$ cat src/rtl/risc32_intc.sv
// risc32_intc: interrupt controller feeding the risc32_core interrupt input.
//
// Latches rising edges on NUM_SRC level sources into pending bits, gates them
// with an enable mask and raises a single registered request carrying the
// lowest-index enabled pending source. The request is held, with its ID
// frozen, until the core acknowledges; the core must then drop its ack before
// the next request can be raised.
//
// Ports:
//   clk           system clock, rising edge
//   reset         synchronous active-high reset
//   src           interrupt sources (level, rising edge = event)
//   cfg_we        config write strobe
//   cfg_addr      0 = mask register, 1 = pending write-1-to-clear
//   cfg_wdata     config write data
//   mask          current enable mask
//   pending       current pending bits
//   interrupt     registered request to the core
//   interrupt_ack acknowledge from the core (level)
//   irq_id        index of the requested source
//   busy          high while a request or ack handshake is in progress

module risc32_intc #(
    parameter int unsigned NUM_SRC = 8,
    parameter int unsigned ID_W    = 3
) (
    input  logic               clk,
    input  logic               reset,
    input  logic [NUM_SRC-1:0] src,
    input  logic               cfg_we,
    input  logic               cfg_addr,
    input  logic [NUM_SRC-1:0] cfg_wdata,
    output logic [NUM_SRC-1:0] mask,
    output logic [NUM_SRC-1:0] pending,
    output logic               interrupt,
    input  logic               interrupt_ack,
    output logic [ID_W-1:0]    irq_id,
    output logic               busy
);

    typedef enum logic [1:0] {
        StIdle    = 2'd0,
        StReq     = 2'd1,
        StAckWait = 2'd2
    } state_e;

    state_e             state_q;
    logic [NUM_SRC-1:0] src_q;
    logic [NUM_SRC-1:0] mask_q, mask_d;
    logic [NUM_SRC-1:0] pending_q, pending_d;
    logic               interrupt_q;
    logic [ID_W-1:0]    irq_id_q;

    logic [NUM_SRC-1:0] rise;
    logic [NUM_SRC-1:0] active;
    logic [ID_W-1:0]    win_id;
    logic               ack_take;

    assign rise     = src & ~src_q;
    assign active   = pending_q & mask_q;
    assign ack_take = (state_q == StReq) && interrupt_ack;

    // Lowest index wins: scan downwards so the last hit is the smallest index.
    always_comb begin
        win_id = '0;
        for (int i = NUM_SRC - 1; i >= 0; i--) begin
            if (active[i]) begin
                win_id = ID_W'(i);
            end
        end
    end

    always_comb begin
        mask_d = mask_q;
        if (cfg_we && !cfg_addr) begin
            mask_d = cfg_wdata;
        end
    end

    // Clears first, then new edges OR'd in so a same-cycle edge always survives.
    always_comb begin
        pending_d = pending_q;
        if (cfg_we && cfg_addr) begin
            pending_d = pending_d & ~cfg_wdata;
        end
        if (ack_take) begin
            for (int i = 0; i < NUM_SRC; i++) begin
                if (irq_id_q == ID_W'(i)) begin
                    pending_d[i] = 1'b0;
                end
            end
        end
        pending_d = pending_d | rise;
    end

    always_ff @(posedge clk) begin
        if (reset) begin
            src_q     <= '0;
            mask_q    <= '0;
            pending_q <= '0;
        end else begin
            src_q     <= src;
            mask_q    <= mask_d;
            pending_q <= pending_d;
        end
    end

    // Request FSM; interrupt and irq_id are registered outputs of this block.
    always_ff @(posedge clk) begin
        if (reset) begin
            state_q     <= StIdle;
            interrupt_q <= 1'b0;
            irq_id_q    <= '0;
        end else begin
            unique case (state_q)
                StIdle: begin
                    if (|active) begin
                        irq_id_q    <= win_id;
                        interrupt_q <= 1'b1;
                        state_q     <= StReq;
                    end
                end
                StReq: begin
                    // No withdrawal: mask/pending changes do not affect a live request.
                    if (interrupt_ack) begin
                        interrupt_q <= 1'b0;
                        state_q     <= StAckWait;
                    end
                end
                StAckWait: begin
                    if (!interrupt_ack) begin
                        state_q <= StIdle;
                    end
                end
                default: begin
                    state_q     <= StIdle;
                    interrupt_q <= 1'b0;
                end
            endcase
        end
    end

    assign mask      = mask_q;
    assign pending   = pending_q;
    assign interrupt = interrupt_q;
    assign irq_id    = irq_id_q;
    assign busy      = (state_q == StReq) || (state_q == StAckWait);

endmodule

$ cat config.mk
export PLATFORM = sky130hd
export DESIGN_NAME = risc32_intc
export DESIGN_NICKNAME = d
export VERILOG_FILES = /design/src/rtl/risc32_intc.sv
export SDC_FILE = /design/constraint.sdc
export NUM_CORES = 1
export LEC_CHECK = 0
export ABC_AREA = 1
export CORE_UTILIZATION = 40
export DETAILED_ROUTE_END_ITERATION = 7
export PLACE_DENSITY_LB_ADDON = 0.1
export RECOVER_POWER = 100
export SETUP_SLACK_MARGIN = 0.2
export SLEW_MARGIN = 30
export SYNTH_ARGS = -nofsm -noshare
export SYNTH_HDL_FRONTEND = slang
export SYNTH_SLANG_ARGS = --single-unit
$ cat constraint.sdc
create_clock -name clk -period 1.4 [get_ports clk]
set_input_delay 0.28 -clock clk [delete_from_list [all_inputs] [get_ports clk]]
set_output_delay 0.28 -clock clk [all_outputs]
set_load 0.05 [all_outputs]
==> results of run 1 <==
[metrics by stage]
stage	util (%)	setup WS, ns
CTS	71.0	-0.0301
global placement	66.6	-0.101
detailed placement	66.6	-0.138
floorplan	-	0.129
finish	72.0	-0.0296
global route	72.0	-0.0787
[layout make-up]
class,instances,area (um2),share of cell area (%)
inverters,28,108,4.86
flip-flops and latches,30,622,28.1
well taps,44,55.1,2.48
multi-input cells,102,652,29.4
clock inverters,1,5.00,0.226
clock buffers,7,55.1,2.48
repair buffers,56,719,32.5
[worst max path at each step]
stage / from / end / slack (ns) / cells after the start
after floorplan: pending[5] / irq_id[1] / 0.13 / 7
after global placement: interrupt_ack / pending[0] / -0.10 / 5
after detailed placement: interrupt_ack / pending[7] / -0.14 / 6
after CTS: state_q[1] / busy / -0.03 / 3
after global routing: state_q[1] / busy / -0.08 / 3
final: reset / pending[3] / -0.03 / 3
[layer usage]
metal	vias to the layer above	global-route usage (%)	wire [um]
met3	10	6.55	159
li1	662	-	-
met2	36	37.9	1770
met5	-	0	0
met4	0	13.9	89
met1	635	23.1	1540
[power by group]
group	internal (W)	total [W]	switching [W]
sequential	0.000975	0.00111	0.000132
combinational	0.000660	0.00145	0.000787
clock	0.000243	0.000534	0.000291
[worst reg2reg max path: cells and delay by family (launching register included)]
family	cells	cell delay, ns
flip-flops	1	0.37
AO/OA/AOI/OAI	1	0.18
AND/OR/NAND/NOR	7	0.75
[Yosys cell counts, types with 2 or more instances]
| cell | n |
|---|---|
| a21oi_1 | 12 |
| nand3_1 | 2 |
| nor2_4 | 2 |
| nand2_2 | 9 |
| o22ai_1 | 4 |
| dfxtp_1 | 30 |
| o21ai_0 | 13 |
| buf_2 | 2 |
| inv_1 | 27 |
| nor4_1 | 4 |
| o32ai_1 | 4 |
| o211ai_1 | 8 |
| a21oi_2 | 2 |
| nand2_1 | 24 |
| ha_1 | 4 |
| nor2_1 | 9 |
[cell families after synthesis]
family                     count (synthesis)  synth area share [%]
and+or+nand+nor                           52                  19.0
AOI/OAI and AO/OA                         46                  21.8
buffers and inverters                     32                  9.64
DFF                                       30                  45.8
adders and majority gates                  4                  3.82
[state kept, by name (all words and copies together), names as in the netlist]
register,count
state_q,2
pending,8
irq_id,3
interrupt,1
mask,8
src_q,8
[what timing repair did]
action,4_1_cts,5_1_grt
hold buffers,0,0
gates resized for setup,18,20
pin swaps,1,2
buffers inserted,1,8
setup endpoints to repair,15,16
==> reports/metrics.cfg, run 1 <==
[outcome]
status = finished, violations left
violations = setup timing

[global_routing]
grt_pass1_wl_mm = 5.63
grt_max_degree = 17
track_usage_pct = 21.9
grt_pass1_vias = 1323
overflow = 0
antenna_found_initial = 0

[synthesis]
async_reset_ff_share_pct = 0
synth_area_mm2 = 0.00131
yosysSeqAreaShare_pct = 45.8
synth-seq-cells = 30
syn-mean-instance-area_um2 = 8.00
ys.flop_type = dfxtp_1
yosys.area.top_type = dfxtp_1
synth_cells = 164
synth_edf_count = 0
syn_nets = 189
synthDistinctLibCells = 24
synth_area_leaders = dfxtp_1, inv_1, nand2_1, o21ai_0, a21oi_1
yosysTopAreaCellShare_pct = 45.8
ys_warn_count = 0

[routing]
drt-vias-per-instance = 5.01
num_vias = 1343
ant_nets = 0
drt_first_pass_iters = 4
remaining_drc_errors = 0
drt_wl_total_mm = 3.56
routedWlPerCell_um = 13.3
drt-initial-drc-count = 35

[cts]
htreeDepth = 2
insertion_delay_ns = 0.32
cts.sink_count = 30
cts_tree = built
cts_buffer_depth = 2
clock-root-buffer = clkbuf_4
numCtsBuffers = 5
clkSlewWorstSetupHoldPaths_ns = 0.09

[die]
die-area_mm2 = 0.00351
core_area_mm2 = 0.00308
fp.dieW_um = 59.3
rows = 20
die_h_um = 59.3
start_util_pct = 42.6
ios = 42

[placement]
finalWeightedCongestion = 0.892
placed_area_mm2 = 0.00205
io_buffers = 41
dp.cells = 251
dp_hpwl_mm = 2.54

[timing]
holdWs_ns = 0.420
fin_crit_ns = 1.43
worst_pin_slew_ns = 0.763
max-slew-margin-rel_pct = 49.1
setup_tns_ns = -0.130
fin_crit_sh_pct = 102
timing.final.setup_violations = 5
max_freq_ghz = 0.699
fin_skew_ns = 0.00750
hold_viol_final = 0
drv_slew = 0
setup_ws_ns = -0.0296
rsz0062_at_grt = yes

[worst_setup_path]
max_stage_delay_ns = 0.59
path_class = in2reg
end_kind = flop
path_cells = dlygate4sd3_1, clkbuf_1, o22ai_1
crit_family = buffers and inverters
timing.rr.start = pending[1]
slowest_stage = clkbuf_1
critical_path_buf_inv_count = 2
worstPathMaxFanout = 15
cp_data_arrival_time_ns = 1.60
regToRegSetupSlack_ns = 0.01
reg2regPathDepth = 8
required_ns = 1.57
reg2reg_to = state_q[1]
startpoint_type = primary input

[cells_and_area]
nNetsFinal = 248
syn_to_final_growth_pct = 69.0
design_area_mm2 = 0.00222
final_cell_mix = inv_1, dfxtp_1, nand2_1
mostFrequentLayoutCell = inv_1
drive_gt1_share_pct = 33.9
num_antenna_cells = 0
fillerInstances = 255
fin_cells = 268

[worst_hold_path]
holdCritPathClass = reg2reg
hold_path_startpoint = src_q[2]
hold_end = pending[2]
holdPathStages = 1

[job]
drv_cap = 0

[power]
ir_drop_uv = 712
power_w = 0.00309
power_density_mw_per_mm2 = 1390
cellLeakagePower_nw = 0.986

(Power assumes the default switching activity.)
==> run 2: changes to the inputs <==
--- a/constraint.sdc
+++ b/constraint.sdc
@@ -3,2 +3,2 @@
 set_output_delay 0.28 -clock clk [all_outputs]
-set_load 0.05 [all_outputs]
+set_load 0.1 [all_outputs]
==> run 2 against run 1 <==
Compared with the run above:
- global-route usage rose by 0.80 points
- combinational power rose by 28%
- register-to-register slack improved by 0.04 ns
- the run still ends with setup timing left
- clock power rose by 1%
- setup slack got worse by 0.0073 ns
==> reports/metrics.cfg, run 2 (synthesis results as in run 1) <==
[outcome]
status = finished, violations left
violations = setup timing

[power]
power_density_mw_per_mm2 = 1630  ; +17%
ir_drop_uv = 826  ; +16%
cellLeakagePower_nw = 0.922  ; -6.6%

[worst_setup_path]
crit_family = flip-flops
worstPathMaxFanout = 3  ; -12
cp_data_arrival_time_ns = 1.16  ; -0.44 ns
startpoint_type = flop
required_ns = 1.12  ; -0.45 ns
max_stage_delay_ns = 0.35  ; -0.24 ns
path_class = reg2out
end_kind = output port
slowest_stage = dfxtp_2
critical_path_buf_inv_count = 2  ; unchanged
path_cells = inv_2, ha_4, buf_12

[timing]
max-slew-margin-rel_pct = 70.8  ; +22 points
hold_viol_final = 0  ; unchanged
fin_crit_ns = 1.44  ; +0.00730 ns
setup_ws_ns = -0.0369  ; -0.00730 ns
fin_skew_ns = 0.00592  ; -0.00158 ns
setup_tns_ns = -0.0369  ; +0.0933 ns
timing.final.setup_violations = 1  ; -4
fin_crit_sh_pct = 103  ; +0.52 points
holdWs_ns = 0.421  ; +0.000758 ns
max_freq_ghz = 0.696  ; -0.51%
worst_pin_slew_ns = 0.438  ; -0.325 ns
rsz0062_at_grt = yes
drv_slew = 0  ; unchanged

[cts]
cts.sink_count = 30  ; unchanged
clkSlewWorstSetupHoldPaths_ns = 0.10  ; about the same
numCtsBuffers = 5  ; unchanged
cts_hold_buf = 0  ; unchanged
clock-root-buffer = clkbuf_4
cts_tree = built
insertion_delay_ns = 0.33  ; about the same
cts_buffer_depth = 2  ; unchanged
htreeDepth = 2  ; unchanged

[cells_and_area]
syn_to_final_growth_pct = 61.5
final_cell_mix = buf_4, inv_1, clkdlybuf4s50_1, dfxtp_4, nand2_1
design_area_mm2 = 0.00212  ; -4.5%
fin_cells = 266  ; -0.75%
drive_gt1_share_pct = 45.5  ; +12 points
num_antenna_cells = 0  ; unchanged
nNetsFinal = 246  ; -0.81%
mostFrequentLayoutCell = buf_4

[die]
start_util_pct = 42.6  ; unchanged
ios = 42  ; unchanged
die-area_mm2 = 0.00351  ; unchanged
die_h_um = 59.3  ; unchanged
core_area_mm2 = 0.00308  ; unchanged
fp.dieW_um = 59.3  ; unchanged
rows = 20  ; unchanged

[placement]
io_buffers = 41  ; unchanged
finalWeightedCongestion = 0.911  ; +2.2%
dp_slack_ns = -0.106  ; +0.0320 ns
placed_area_mm2 = 0.00212  ; +3.4%
dp_hpwl_mm = 2.53  ; -0.32%
dp.cells = 250  ; -0.40%

[global_routing]
overflow = 0  ; unchanged
antenna_found_initial = 0  ; unchanged
grt_pass1_vias = 1304  ; -1.4%
busiest_layer = met2
track_usage_pct = 22.7  ; +0.80 points
met2_usage_pct = 39.0  ; +1.1 points
use_met1_pct = 26.9  ; +3.8 points
use_met3_pct = 7.21  ; +0.66 points
grt_pass1_wl_mm = 5.90  ; +4.8%
grt_max_degree = 17  ; unchanged

[routing]
remaining_drc_errors = 0  ; unchanged
num_vias = 1333  ; -0.74%
drt-vias-per-instance = 5.01  ; about the same
ant_nets = 0  ; unchanged
routedWlPerCell_um = 13.7  ; +3.2%
drt-initial-drc-count = 46  ; +31%
drt_first_pass_iters = 4  ; unchanged
drt_wl_total_mm = 3.64  ; +2.4%

[job]
drv_cap = 0  ; unchanged

[worst_hold_path]
holdCritPathClass = reg2reg

-- run 2: cell count changes in the layout (fill, tap and decap cells not counted), sizes merged --
| cell | delta |
|---|---|
| clkinvlp | +1 |
| clkbuf | +1 |
| inv | -1 |
| buf | -3 |
-- run 2: report_power, final --
part | internal, W | switching (W) | leakage, nW
clock network | 0.000243 | 0.000299 | 0.0353
logic | 0.000586 | 0.00126 | 0.625
registers | 0.000974 | 0.0000847 | 0.262
total | 0.00180 | 0.00164 | 0.922
-- run 2: path summary, 6_finish.rpt --
check	slack, ns	to	cells after the start	start
worst min register to register	0.42	pending[5]	1	src_q[5]
worst min-delay path	0.42	pending[5]	1	src_q[5]
worst max register to register	0.05	state_q[1]	10	state_q[1]
worst max-delay path	-0.04	busy	3	state_q[1]
-- run 2: repair_timing --
item                                   CTS  global route
resized for setup                       22             8
setup endpoints to repair               15            21
buffers inserted                         6             2
pin swaps                                7             1
endpoints found under the hold margin    0             0
-- run 2: through the flow --
step / power [W] / utilization, %
after global routing: 0.00360 / 68.8
after detailed placement: 0.00279 / 68.8
after global placement: 0.00276 / 68.8
final: 0.00345 / 68.8
after CTS: 0.00354 / 75.3
after floorplan: 0.00221 / -
-- run 2: layout make-up --
cell class              instances  area (um2)
clock inverters                 1        5.00
inverters                      28         111
repair buffers                 54         470
clock buffers                   7        55.1
well taps                      44        55.1
fillers                       249         961
multi-input cells             102         744
flip-flops and latches         30         676
-- run 2: routing by layer --
layer / wire length (um) / vias up
met5: 0 / -
met4: 16 / 0
met3: 241 / 2
met2: 1790 / 47
met1: 1600 / 622
li1: - / 662
